==> config.mk <==
export PLATFORM = sky130hd
export DESIGN_NAME = wb_cmd_master_flat
export DESIGN_NICKNAME = d
export VERILOG_FILES = /design/src/rtl/wb_cmd_master_if.sv /design/src/rtl/wb_cmd_master.sv /design/src/flat_wrapper.sv
export SDC_FILE = /design/constraint.sdc
export NUM_CORES = 1
export LEC_CHECK = 0
export ABC_AREA = 1
export CAP_MARGIN = 20
export CORE_MARGIN = 2
export CORE_UTILIZATION = 43
export CTS_CLUSTER_SIZE = 12
export DETAILED_ROUTE_END_ITERATION = 16
export MAX_ROUTING_LAYER = met4
export PLACE_DENSITY = 0.95
export RECOVER_POWER = 50
export SYNTH_ARGS = -nofsm -noshare
export SYNTH_HDL_FRONTEND = slang
export SYNTH_SLANG_ARGS = --single-unit
==> constraint.sdc <==
create_clock -name clk -period 4.1 [get_ports clk]
set_clock_uncertainty 0.15 [all_clocks]
set_input_delay 1.025 -clock clk [delete_from_list [all_inputs] [get_ports clk]]
set_output_delay 1.025 -clock clk [all_outputs]
set_load 0.01 [all_outputs]
==> src/rtl/wb_cmd_master_if.sv <==
// wb_cmd_master_if -- bundle of the command, response and Wishbone classic
// initiator signals of wb_cmd_master.
//   cmd_*  : request handshake (valid/ready) with write flag, address, byte
//            lanes and write data
//   rsp_*  : response handshake (valid/ready) with read data and timeout flag
//   wb_*   : Wishbone classic initiator port (_o driven by the master)
// modport master : the wb_cmd_master side
// modport slave  : the command source / response sink / Wishbone responder side
interface wb_cmd_master_if;
  logic        cmd_valid;
  logic        cmd_ready;
  logic        cmd_we;
  logic [31:0] cmd_adr;
  logic [3:0]  cmd_sel;
  logic [31:0] cmd_dat;

  logic        rsp_valid;
  logic        rsp_ready;
  logic [31:0] rsp_dat;
  logic        rsp_err;

  logic        wb_cyc_o;
  logic        wb_stb_o;
  logic        wb_we_o;
  logic [31:0] wb_adr_o;
  logic [3:0]  wb_sel_o;
  logic [31:0] wb_dat_o;
  logic [31:0] wb_dat_i;
  logic        wb_ack_i;

  modport master (
    input  cmd_valid, cmd_we, cmd_adr, cmd_sel, cmd_dat,
    output cmd_ready,
    output rsp_valid, rsp_dat, rsp_err,
    input  rsp_ready,
    output wb_cyc_o, wb_stb_o, wb_we_o, wb_adr_o, wb_sel_o, wb_dat_o,
    input  wb_dat_i, wb_ack_i
  );

  modport slave (
    output cmd_valid, cmd_we, cmd_adr, cmd_sel, cmd_dat,
    input  cmd_ready,
    input  rsp_valid, rsp_dat, rsp_err,
    output rsp_ready,
    input  wb_cyc_o, wb_stb_o, wb_we_o, wb_adr_o, wb_sel_o, wb_dat_o,
    output wb_dat_i, wb_ack_i
  );
endinterface

==> src/rtl/wb_cmd_master.sv <==
// wb_cmd_master -- turns one command at a time into a Wishbone classic cycle
// and returns a single response (read data or timeout error).
// Ports:
//   clk     : clock, all flops on the rising edge
//   reset   : synchronous, active-high
//   bus     : wb_cmd_master_if.master (cmd / rsp handshakes, Wishbone port)
//   err_cnt : 8-bit saturating timeout count, present only when
//             WB_CMD_MASTER_ERRCNT_EN is defined
// Parameter TIMEOUT_CYCLES (2..255): BUS cycles without ack before abort.
// States: IDLE (accepting) -> BUS (cyc/stb high) -> RESP (response held).
module wb_cmd_master #(
  parameter int TIMEOUT_CYCLES = 16
) (
  input  logic            clk,
  input  logic            reset,
  wb_cmd_master_if.master bus
`ifdef WB_CMD_MASTER_ERRCNT_EN
  ,
  output logic [7:0]      err_cnt
`endif
);

  localparam logic [1:0] S_IDLE = 2'd0;
  localparam logic [1:0] S_BUS  = 2'd1;
  localparam logic [1:0] S_RESP = 2'd2;

  localparam logic [7:0] TMO_LAST = 8'(TIMEOUT_CYCLES - 1);

  logic [1:0]  state;
  logic [7:0]  tmo_cnt;
  logic        cyc_q;
  logic        we_q;
  logic [31:0] adr_q;
  logic [3:0]  sel_q;
  logic [31:0] dat_q;
  logic        rsp_valid_q;
  logic [31:0] rsp_dat_q;
  logic        rsp_err_q;

  assign bus.cmd_ready = (state == S_IDLE);
  assign bus.wb_cyc_o  = cyc_q;
  assign bus.wb_stb_o  = cyc_q;   // classic single transfer: stb tracks cyc
  assign bus.wb_we_o   = we_q;
  assign bus.wb_adr_o  = adr_q;
  assign bus.wb_sel_o  = sel_q;
  assign bus.wb_dat_o  = dat_q;
  assign bus.rsp_valid = rsp_valid_q;
  assign bus.rsp_dat   = rsp_dat_q;
  assign bus.rsp_err   = rsp_err_q;

  always_ff @(posedge clk) begin
    if (reset) begin
      state       <= S_IDLE;
      tmo_cnt     <= '0;
      cyc_q       <= 1'b0;
      we_q        <= 1'b0;
      adr_q       <= '0;
      sel_q       <= '0;
      dat_q       <= '0;
      rsp_valid_q <= 1'b0;
      rsp_dat_q   <= '0;
      rsp_err_q   <= 1'b0;
    end else begin
      case (state)
        S_IDLE: begin
          if (bus.cmd_valid) begin
            we_q    <= bus.cmd_we;
            adr_q   <= bus.cmd_adr;
            sel_q   <= bus.cmd_sel;
            dat_q   <= bus.cmd_we ? bus.cmd_dat : 32'h0;  // reads drive zero
            cyc_q   <= 1'b1;
            tmo_cnt <= '0;
            state   <= S_BUS;
          end
        end
        S_BUS: begin
          // ack wins over a timeout landing in the same cycle
          if (bus.wb_ack_i) begin
            cyc_q       <= 1'b0;
            rsp_dat_q   <= we_q ? 32'h0 : bus.wb_dat_i;
            rsp_err_q   <= 1'b0;
            rsp_valid_q <= 1'b1;
            state       <= S_RESP;
          end else if (tmo_cnt == TMO_LAST) begin
            cyc_q       <= 1'b0;
            rsp_dat_q   <= 32'h0;
            rsp_err_q   <= 1'b1;
            rsp_valid_q <= 1'b1;
            state       <= S_RESP;
          end else begin
            tmo_cnt <= tmo_cnt + 8'd1;
          end
        end
        S_RESP: begin
          if (bus.rsp_ready) begin
            rsp_valid_q <= 1'b0;
            state       <= S_IDLE;
          end
        end
        default: state <= S_IDLE;
      endcase
    end
  end

`ifdef WB_CMD_MASTER_ERRCNT_EN
  always_ff @(posedge clk) begin
    if (reset)
      err_cnt <= '0;
    else if (state == S_BUS && !bus.wb_ack_i && tmo_cnt == TMO_LAST && err_cnt != 8'hFF)
      err_cnt <= err_cnt + 8'd1;
  end
`endif

endmodule

==> src/flat_wrapper.sv <==
// flat-port wrapper written by rule: the top's interface ports become plain ports
module wb_cmd_master_flat 
#(
  parameter int TIMEOUT_CYCLES = 16
)
  (clk, reset, bus_cmd_valid, bus_cmd_we, bus_cmd_adr, bus_cmd_sel, bus_cmd_dat, bus_cmd_ready, bus_rsp_valid, bus_rsp_dat, bus_rsp_err, bus_rsp_ready, bus_wb_cyc_o, bus_wb_stb_o, bus_wb_we_o, bus_wb_adr_o, bus_wb_sel_o, bus_wb_dat_o, bus_wb_dat_i, bus_wb_ack_i);
  wb_cmd_master_if bus_i ();
  input  logic clk;
  input  logic reset;
  input wire logic [$bits(bus_i.cmd_valid)-1:0] bus_cmd_valid;
  input wire logic [$bits(bus_i.cmd_we)-1:0] bus_cmd_we;
  input wire logic [$bits(bus_i.cmd_adr)-1:0] bus_cmd_adr;
  input wire logic [$bits(bus_i.cmd_sel)-1:0] bus_cmd_sel;
  input wire logic [$bits(bus_i.cmd_dat)-1:0] bus_cmd_dat;
  output wire logic [$bits(bus_i.cmd_ready)-1:0] bus_cmd_ready;
  output wire logic [$bits(bus_i.rsp_valid)-1:0] bus_rsp_valid;
  output wire logic [$bits(bus_i.rsp_dat)-1:0] bus_rsp_dat;
  output wire logic [$bits(bus_i.rsp_err)-1:0] bus_rsp_err;
  input wire logic [$bits(bus_i.rsp_ready)-1:0] bus_rsp_ready;
  output wire logic [$bits(bus_i.wb_cyc_o)-1:0] bus_wb_cyc_o;
  output wire logic [$bits(bus_i.wb_stb_o)-1:0] bus_wb_stb_o;
  output wire logic [$bits(bus_i.wb_we_o)-1:0] bus_wb_we_o;
  output wire logic [$bits(bus_i.wb_adr_o)-1:0] bus_wb_adr_o;
  output wire logic [$bits(bus_i.wb_sel_o)-1:0] bus_wb_sel_o;
  output wire logic [$bits(bus_i.wb_dat_o)-1:0] bus_wb_dat_o;
  input wire logic [$bits(bus_i.wb_dat_i)-1:0] bus_wb_dat_i;
  input wire logic [$bits(bus_i.wb_ack_i)-1:0] bus_wb_ack_i;
  assign bus_i.cmd_valid = bus_cmd_valid;
  assign bus_i.cmd_we = bus_cmd_we;
  assign bus_i.cmd_adr = bus_cmd_adr;
  assign bus_i.cmd_sel = bus_cmd_sel;
  assign bus_i.cmd_dat = bus_cmd_dat;
  assign bus_cmd_ready = bus_i.cmd_ready;
  assign bus_rsp_valid = bus_i.rsp_valid;
  assign bus_rsp_dat = bus_i.rsp_dat;
  assign bus_rsp_err = bus_i.rsp_err;
  assign bus_i.rsp_ready = bus_rsp_ready;
  assign bus_wb_cyc_o = bus_i.wb_cyc_o;
  assign bus_wb_stb_o = bus_i.wb_stb_o;
  assign bus_wb_we_o = bus_i.wb_we_o;
  assign bus_wb_adr_o = bus_i.wb_adr_o;
  assign bus_wb_sel_o = bus_i.wb_sel_o;
  assign bus_wb_dat_o = bus_i.wb_dat_o;
  assign bus_i.wb_dat_i = bus_wb_dat_i;
  assign bus_i.wb_ack_i = bus_wb_ack_i;
  wb_cmd_master #(.TIMEOUT_CYCLES(TIMEOUT_CYCLES)) u_core (.clk(clk), .reset(reset), .bus(bus_i));
endmodule
==> run_results.csv, run 1 <==
group,metric,value,unit
critical_path,critPathSlowestCell,"sky130_fd_sc_hd__clkbuf_1",
critical_path,cp_slowest_stage_delay,1130,ps
timing,timing_worst_slew_pin_value,1560,ps
global_routing,antenna_found_initial,0,
clock_network,buffer_levels_on_the_longest_clock_path,2,
floorplan,chipWidth,104,um
logic_synthesis,postSynthAreaPerCell,7.72,sq um
timing,final_critical_path_setup_slack,741,ps
global_routing,grt_use_total,23.7,%
clock_network,clk_pin_slew,50,ps
detailed_routing,avgViaCountPerCell,4.97,
floorplan,num_io_pins,212,
detailed_routing,drt_pre_antenna_iters,6,
critical_path,data_required_time_at_the_worst_endpoint,4310,ps
critical_path,cp_max_fo,35,
finish,drive_above_1_share,5.21,%
worst_hold_path,holdPathStages,2,
timing,finalSetupViolations,0,
critical_path,cp_top_family,"buffers and inverters",
detailed_routing,ant_nets,0,
logic_synthesis,synth_cells,558,
clock_network,cts.htree.levels,4,
clock_network,clk_latency,500,ps
status,outcome,"finished, violations left",
finish,area_grow_syn2layout,62.5,%
global_routing,grt.met1_usage,27.1,%
critical_path,r2r_setup_slack,1530,ps
critical_path,ordered_list_of_cells_on_the_worst_path,"dlygate4sd3_1 -> clkbuf_1 -> inv_1 -> o21ai_0 -> nand2_2 -> nand2_1 -> a21oi_1",
critical_path,path_buf_inv,3,
clock_network,tritoncts,"yes",
critical_path,timing.critical_path.from_type,"input pin",
finish,area_used_by_multi_input_combinational_logic,1600,sq um
floorplan,fp.dieArea,10800,sq um
global_routing,grt_pass1_vias,4487,
timing,rsz0062_at_grt,"false",
detailed_routing,drcViolationCount,0,
timing,max_slew_margin,-3.81,%
clock_network,tritoncts_num_sinks,114,
timing,period_needed,3360,ps
floorplan,core_area,9730,sq um
critical_path,crit_arrival,3570,ps
detailed_routing,wl_per_instance,13.9,um
worst_hold_path,min_delay_worst_endpoint,"u_core.bus.rsp_dat[10]",
global_routing,globalRouteMet3Util,5.95,%
global_routing,gr-total-overflow,0,
power,sequential_group_share_of_total_power,38.6,%
power,power.ir.vdd_worst,0.240,mV
detailed_routing,via_count,4475,
critical_path,end_kind,"register",
power,cell_internal_pwr,2.42,mW
floorplan,height_of_the_die,104,um
logic_synthesis,yosysTopAreaCellShare,53.0,%
power,power_switching,0.723,mW
global_routing,grt_pass1_wl,20.5,mm
power,cellPowerDensity,448,nW/um^2
logic_synthesis,synth_fp_nets,665,
detailed_routing,detail_route.iter0.violations,328,
floorplan,floorplan.initialDensity,44.3,%
critical_path,ff2ff_path_depth,5,
floorplan,rows,36,
global_routing,grt_start_max_net_pins,44,
timing,timing.hold.ws,308,ps
global_routing,global_route.usage.met2,39.2,%
finish,layout.area.seq,2280,sq um
timing,report.final.hold_viol_count,0,
finish,design.final.nets,863,
flow_run,cap_violations,1,
clock_network,post_cts.repair.setup_buffers,0,
clock_network,ctsRootBufferMaster,"sky130_fd_sc_hd__clkbuf_8",
logic_synthesis,yosys.area.top_type,"sky130_fd_sc_hd__dfxtp_1",
placement,numPortBuffers,211,
placement,place.gp.congestion,0.844,
finish,number_of_antenna_diodes,0,
timing,finalSetupTns,0,ps
finish,nFillCells,714,
worst_hold_path,hold_path.class,"register to register",
logic_synthesis,post_synth_num_cell_types,22,
global_routing,globalRoute.busiestLayer,"met2",
power,pwr-share-comb,13.7,%
logic_synthesis,synth_seq_cells,114,
placement,dpl.hpwl,8.73,mm
logic_synthesis,synth.cell_area,4310,sq um
detailed_routing,wirelength,12.5,mm
logic_synthesis,yosysWarningCount,0,
status,violations,"max-capacitance violations, max-slew violations",
logic_synthesis,post_synth_main_area_contributors,"sky130_fd_sc_hd__dfxtp_1 (53%), sky130_fd_sc_hd__nand2_1 (9.0%), sky130_fd_sc_hd__nor2_1 (7.7%)",
power,clock_power_share,47.7,%
timing,drv_slew,36,
power,design_power_total,3.14,mW
critical_path,rr_startpoint,"u_core.state[0]",
power,sw_frac_of_total,23.0,%
critical_path,path_class,"input pin to register",
power,leakagePower,2.87,nW
critical_path,critical_register_to_register_path_endpoint,"u_core.bus.wb_dat_o[23]",
clock_network,post_cts.resized_instances,0,
timing,max_freq,0.298,GHz
timing,fin_crit_sh,81.9,%
clock_network,numCtsBuffers,17,
finish,layout.core_utilization,72.0,%
worst_hold_path,hold_path.startpoint,"u_core.bus.rsp_dat[10]",
clock_network,cts-hold-fix-buffers,0,
logic_synthesis,yosysSeqAreaShare,53.0,%
placement,placement.setup.worst_slack,909,ps
[cells by family after synthesis]
logic type | share of synthesized area [%]
adders and majority gates | 0.290
buffers and inverters | 9.79
AOI/OAI and AO/OA | 13.2
and+or+nand+nor | 23.8
DFF | 53.0
[worst reg2reg max path: cells and delay by family (launching register included)]
family          cells  cell delay, ps
simple gates        3            1310
compound gates      1             360
flops               1             340
buf+inv             1             310
[stage by stage]
step	instance area, sq um	instances
after global routing	7000	901
after floorplan	4310	558
after detailed placement	6400	870
after CTS	7010	901
after global placement	6400	870
final	7000	901
[Yosys cell counts]
cell / instances
sky130_fd_sc_hd__o21ai_2: 1
sky130_fd_sc_hd__buf_2: 10
sky130_fd_sc_hd__nand4_1: 32
sky130_fd_sc_hd__o21bai_1: 1
sky130_fd_sc_hd__buf_6: 7
sky130_fd_sc_hd__nor2_2: 2
sky130_fd_sc_hd__nand3b_1: 1
sky130_fd_sc_hd__o21ai_0: 42
sky130_fd_sc_hd__dfxtp_1: 114
sky130_fd_sc_hd__buf_4: 5
sky130_fd_sc_hd__ha_1: 1
sky130_fd_sc_hd__nand3_2: 2
sky130_fd_sc_hd__nor3_1: 2
sky130_fd_sc_hd__clkbuf_1: 15
sky130_fd_sc_hd__nand3_1: 8
sky130_fd_sc_hd__nand2_1: 103
sky130_fd_sc_hd__inv_2: 3
sky130_fd_sc_hd__nor2_1: 88
sky130_fd_sc_hd__a21oi_1: 37
sky130_fd_sc_hd__nand2_2: 3
sky130_fd_sc_hd__inv_1: 50
sky130_fd_sc_hd__o21ai_1: 31
[routing by layer]
layer / wire, um / share of wire [%]
met1: 5110 / 41
met2: 6330 / 50
met3: 787 / 6.3
met4: 318 / 2.5
met5: 0 / 0
[how the worst max path moves through the flow]
| stage | start | end | slack, ps | cells after the start |
|---|---|---|---|---|
| floorplan | bus_wb_ack_i | u_core.bus.rsp_dat[10] | 2090 | 7 |
| global placement | bus_cmd_valid | u_core.bus.wb_dat_o[22] | 980 | 5 |
| detailed placement | bus_cmd_valid | u_core.bus.wb_dat_o[23] | 910 | 5 |
| CTS | u_core.state[0] | bus_cmd_ready | 1340 | 2 |
| global route | bus_wb_ack_i | u_core.tmo_cnt[6] | 630 | 8 |
| finish | bus_wb_ack_i | u_core.bus.rsp_dat[31] | 740 | 7 |
[flip-flops by register name, indices dropped and copies added (netlist names), 2 cells and up]
register / flops
u_core.bus.rsp_dat: 32
u_core.tmo_cnt: 8
u_core.bus.wb_dat_o: 32
u_core.bus.wb_adr_o: 32
u_core.bus.wb_sel_o: 4
u_core.state: 2
[area by class of cell]
class / instances / area share, %
repair buffers: 216 / 30.7
multi-input cells: 354 / 22.9
clock buffers: 21 / 6.42
clock inverters: 10 / 2.25
flip-flops and latches: 114 / 32.6
inverters: 53 / 2.84
well taps: 133 / 2.38
[power groups by stage]
stage	Clock [mW]	Sequential, mW	Combinational (mW)
floorplan	0	1.26	0.164
detailed placement	0	1.23	0.437
global placement	0	1.23	0.424
CTS	1.52	1.21	0.441
finish	1.50	1.21	0.430
global route	1.57	1.22	0.466
[layout by cell type (no fill, tap or decap)]
cell and instances:
sky130_fd_sc_hd__clkdlybuf4s50_1 178, sky130_fd_sc_hd__dfxtp_1 114, sky130_fd_sc_hd__nand2_1 105, sky130_fd_sc_hd__nor2_1 88, sky130_fd_sc_hd__inv_1 52, sky130_fd_sc_hd__o21ai_0 43, sky130_fd_sc_hd__a21oi_1 37, sky130_fd_sc_hd__dlygate4sd3_1 33
sky130_fd_sc_hd__nand4_1 32, sky130_fd_sc_hd__o21ai_1 30, sky130_fd_sc_hd__clkbuf_16 16, sky130_fd_sc_hd__nand3_1 8, sky130_fd_sc_hd__bufinv_16 4, sky130_fd_sc_hd__buf_4 4, sky130_fd_sc_hd__clkbuf_8 3, sky130_fd_sc_hd__clkinvlp_4 3
sky130_fd_sc_hd__clkinv_2 3, sky130_fd_sc_hd__clkbuf_1 3, sky130_fd_sc_hd__nor2_2 2, sky130_fd_sc_hd__nand3_2 2, sky130_fd_sc_hd__nor3_1 2, sky130_fd_sc_hd__inv_2 1, sky130_fd_sc_hd__o21ai_2 1, sky130_fd_sc_hd__nand2_2 1
sky130_fd_sc_hd__nand3b_1 1, sky130_fd_sc_hd__o21bai_1 1, sky130_fd_sc_hd__ha_1 1
(Power assumes the default switching activity.)
==> run 2: changes to the inputs <==
CORE_UTILIZATION = 36   (was 43)
PLACE_DENSITY = 0.88   (was 0.95)
clock period = 2.9 ns   (was 4.1 ns; I/O delays follow)
==> run 2 against run 1 <==
The flow now finishes without violations. Via count decreased by 2.9%. Global-route usage shrank 4.1 points. Critical path depth down 1. Register-to-register slack worse by 980 ps. Sequential power is 41% higher. Sequential cell count is the same. Sequential share of layout area decreased by 0.44 points. Utilization decreased by 11 points.
==> run_results.csv, run 2 (synthesized netlist as in run 1, its figures left out) <==
group,metric,value,unit
floorplan,fp.dieArea,12900,sq um
finish,design.final.nets,865,
finish,area_grow_syn2layout,64.7,%
timing,finalSetupViolations,0,
critical_path,path_buf_inv,2,
floorplan,floorplan.initialDensity,37.3,%
detailed_routing,detail_route.iter0.violations,342,
placement,dpl.hpwl,8.31,mm
timing,final_critical_path_setup_slack,553,ps
critical_path,ordered_list_of_cells_on_the_worst_path,"inv_1 -> nand2_1 -> inv_1 -> nand2_1 -> nand2_1 -> a21oi_1",
global_routing,antenna_found_initial,0,
finish,stdcell_count,914,
finish,mostFrequentLayoutCells,"sky130_fd_sc_hd__clkdlybuf4s50_1 (187), sky130_fd_sc_hd__dfxtp_1 (114), sky130_fd_sc_hd__nand2_1 (106)",
critical_path,cp_top_family,"simple AND/OR/NAND/NOR gates",
global_routing,grt_start_max_net_pins,43,
clock_network,cts-hold-fix-buffers,0,
flow_run,cap_violations,0,
detailed_routing,avgViaCountPerCell,4.75,
timing,finalSetupTns,0,ps
detailed_routing,wl_per_instance,13.3,um
critical_path,timing.critical_path.from_type,"register",
clock_network,ctsRootBufferMaster,"sky130_fd_sc_hd__clkbuf_16",
global_routing,gr-total-overflow,0,
floorplan,core_area,11600,sq um
placement,place.gp.congestion,0.868,
finish,layout.cells.most_common,"sky130_fd_sc_hd__clkdlybuf4s50_1",
global_routing,grt_pass1_wl,19.9,mm
power,cellPowerDensity,666,nW/um^2
worst_hold_path,hold_path.class,"register to register",
clock_network,buffer_levels_on_the_longest_clock_path,2,
detailed_routing,ant_nets,0,
clock_network,tritoncts,"yes",
detailed_routing,via_count,4344,
timing,fin_crit_sh,80.9,%
critical_path,crit_arrival,2460,ps
floorplan,chipWidth,113,um
power,power.ir.vdd_worst,0.367,mV
finish,number_of_antenna_diodes,0,
placement,placement.setup.worst_slack,558,ps
floorplan,height_of_the_die,113,um
timing,period_needed,2350,ps
detailed_routing,drcViolationCount,0,
detailed_routing,drt_pre_antenna_iters,4,
timing,rsz0062_at_grt,"false",
timing,timing_worst_slew_pin_value,1070,ps
timing,report.final.hold_viol_count,0,
timing,timing.hold.ws,302,ps
placement,numPlacedInstances,882,
clock_network,clk_latency,400,ps
finish,final_area,7100,sq um
floorplan,rows,39,
clock_network,post_cts.repair.setup_buffers,0,
clock_network,post_cts.resized_instances,0,
critical_path,timing.critical_path.mode_cell,"sky130_fd_sc_hd__nand2_1",
clock_network,tritoncts_num_sinks,114,
global_routing,grt_use_total,19.6,%
finish,drive_above_1_share,5.32,%
detailed_routing,wirelength,12.1,mm
finish,layout.core_utilization,61.4,%
placement,numPortBuffers,211,
timing,drv_slew,0,
critical_path,path_class,"register to register",
finish,nFillCells,981,
power,leakagePower,2.90,nW
placement,postPlaceCellArea,6430,sq um
floorplan,num_io_pins,212,
timing,max_freq,0.426,GHz
clock_network,cts.htree.levels,4,
critical_path,data_required_time_at_the_worst_endpoint,3010,ps
timing,max_slew_margin,28.2,%
clock_network,clk_pin_slew,50,ps
critical_path,cp_slowest_stage_delay,780,ps
critical_path,critPathSlowestCell,"sky130_fd_sc_hd__nand2_1",
global_routing,grt_pass1_vias,4292,
critical_path,cp_max_fo,33,
clock_network,numCtsBuffers,17,
status,outcome,"finished clean",
power,design_power_total,4.73,mW
critical_path,end_kind,"register",
## run 2: cell count changes in the layout (fill, tap and decap cells not counted), sizes merged
cell / delta
clkinvlp: -3
clkinv: +2
clkbuf: +2
clkdlybuf4s50: +9
dlygate4sd3: -9
bufinv: +3
inv: -1
## run 2: metal layers
metal | global-route usage [%] | share of wire [%] | vias to the layer above | wire, um
met1 | 22.2 | 42 | 1940 | 5140
met3 | 5.84 | 7.0 | 22 | 852
li1 | - | - | 2195 | -
met2 | 31.9 | 48 | 187 | 5860
met4 | 9.43 | 2.2 | 0 | 269
met5 | - | 0 | - | 0
## run 2: path summary, 6_finish.rpt
path,startpoint,to,slack (ps),cells after the start
worst max-delay path,u_core.state[1],u_core.bus.rsp_dat[27],550,6
worst min-delay path,u_core.bus.wb_dat_o[16],u_core.bus.wb_dat_o[16],300,2
worst max register to register,u_core.state[1],u_core.bus.rsp_dat[27],550,6
worst min register to register,u_core.bus.wb_dat_o[16],u_core.bus.wb_dat_o[16],300,2
## run 2: layout make-up
class | count | area (sq um) | area share, %
flip-flops and latches | 114 | 2280 | 32.2
repair buffers | 218 | 2160 | 30.4
multi-input cells | 354 | 1590 | 22.4
clock buffers | 21 | 460 | 6.49
clock inverters | 11 | 230 | 3.24
inverters | 53 | 199 | 2.80
well taps | 143 | 179 | 2.52
## run 2: power by group
part / total [mW] / leakage, nW / switching, mW / internal (mW)
registers: 1.71 / 0.933 / 0.0474 / 1.66
logic: 0.602 / 1.63 / 0.275 / 0.327
clock network: 2.42 / 0.341 / 0.682 / 1.74
## run 2: worst reg2reg max path, cell delays in order, from the launching register on
cell and delay [ps]:
sky130_fd_sc_hd__dfxtp_1 310, sky130_fd_sc_hd__inv_1 80, sky130_fd_sc_hd__nand2_1 90, sky130_fd_sc_hd__inv_1 440
sky130_fd_sc_hd__nand2_1 790, sky130_fd_sc_hd__nand2_1 270, sky130_fd_sc_hd__a21oi_1 90
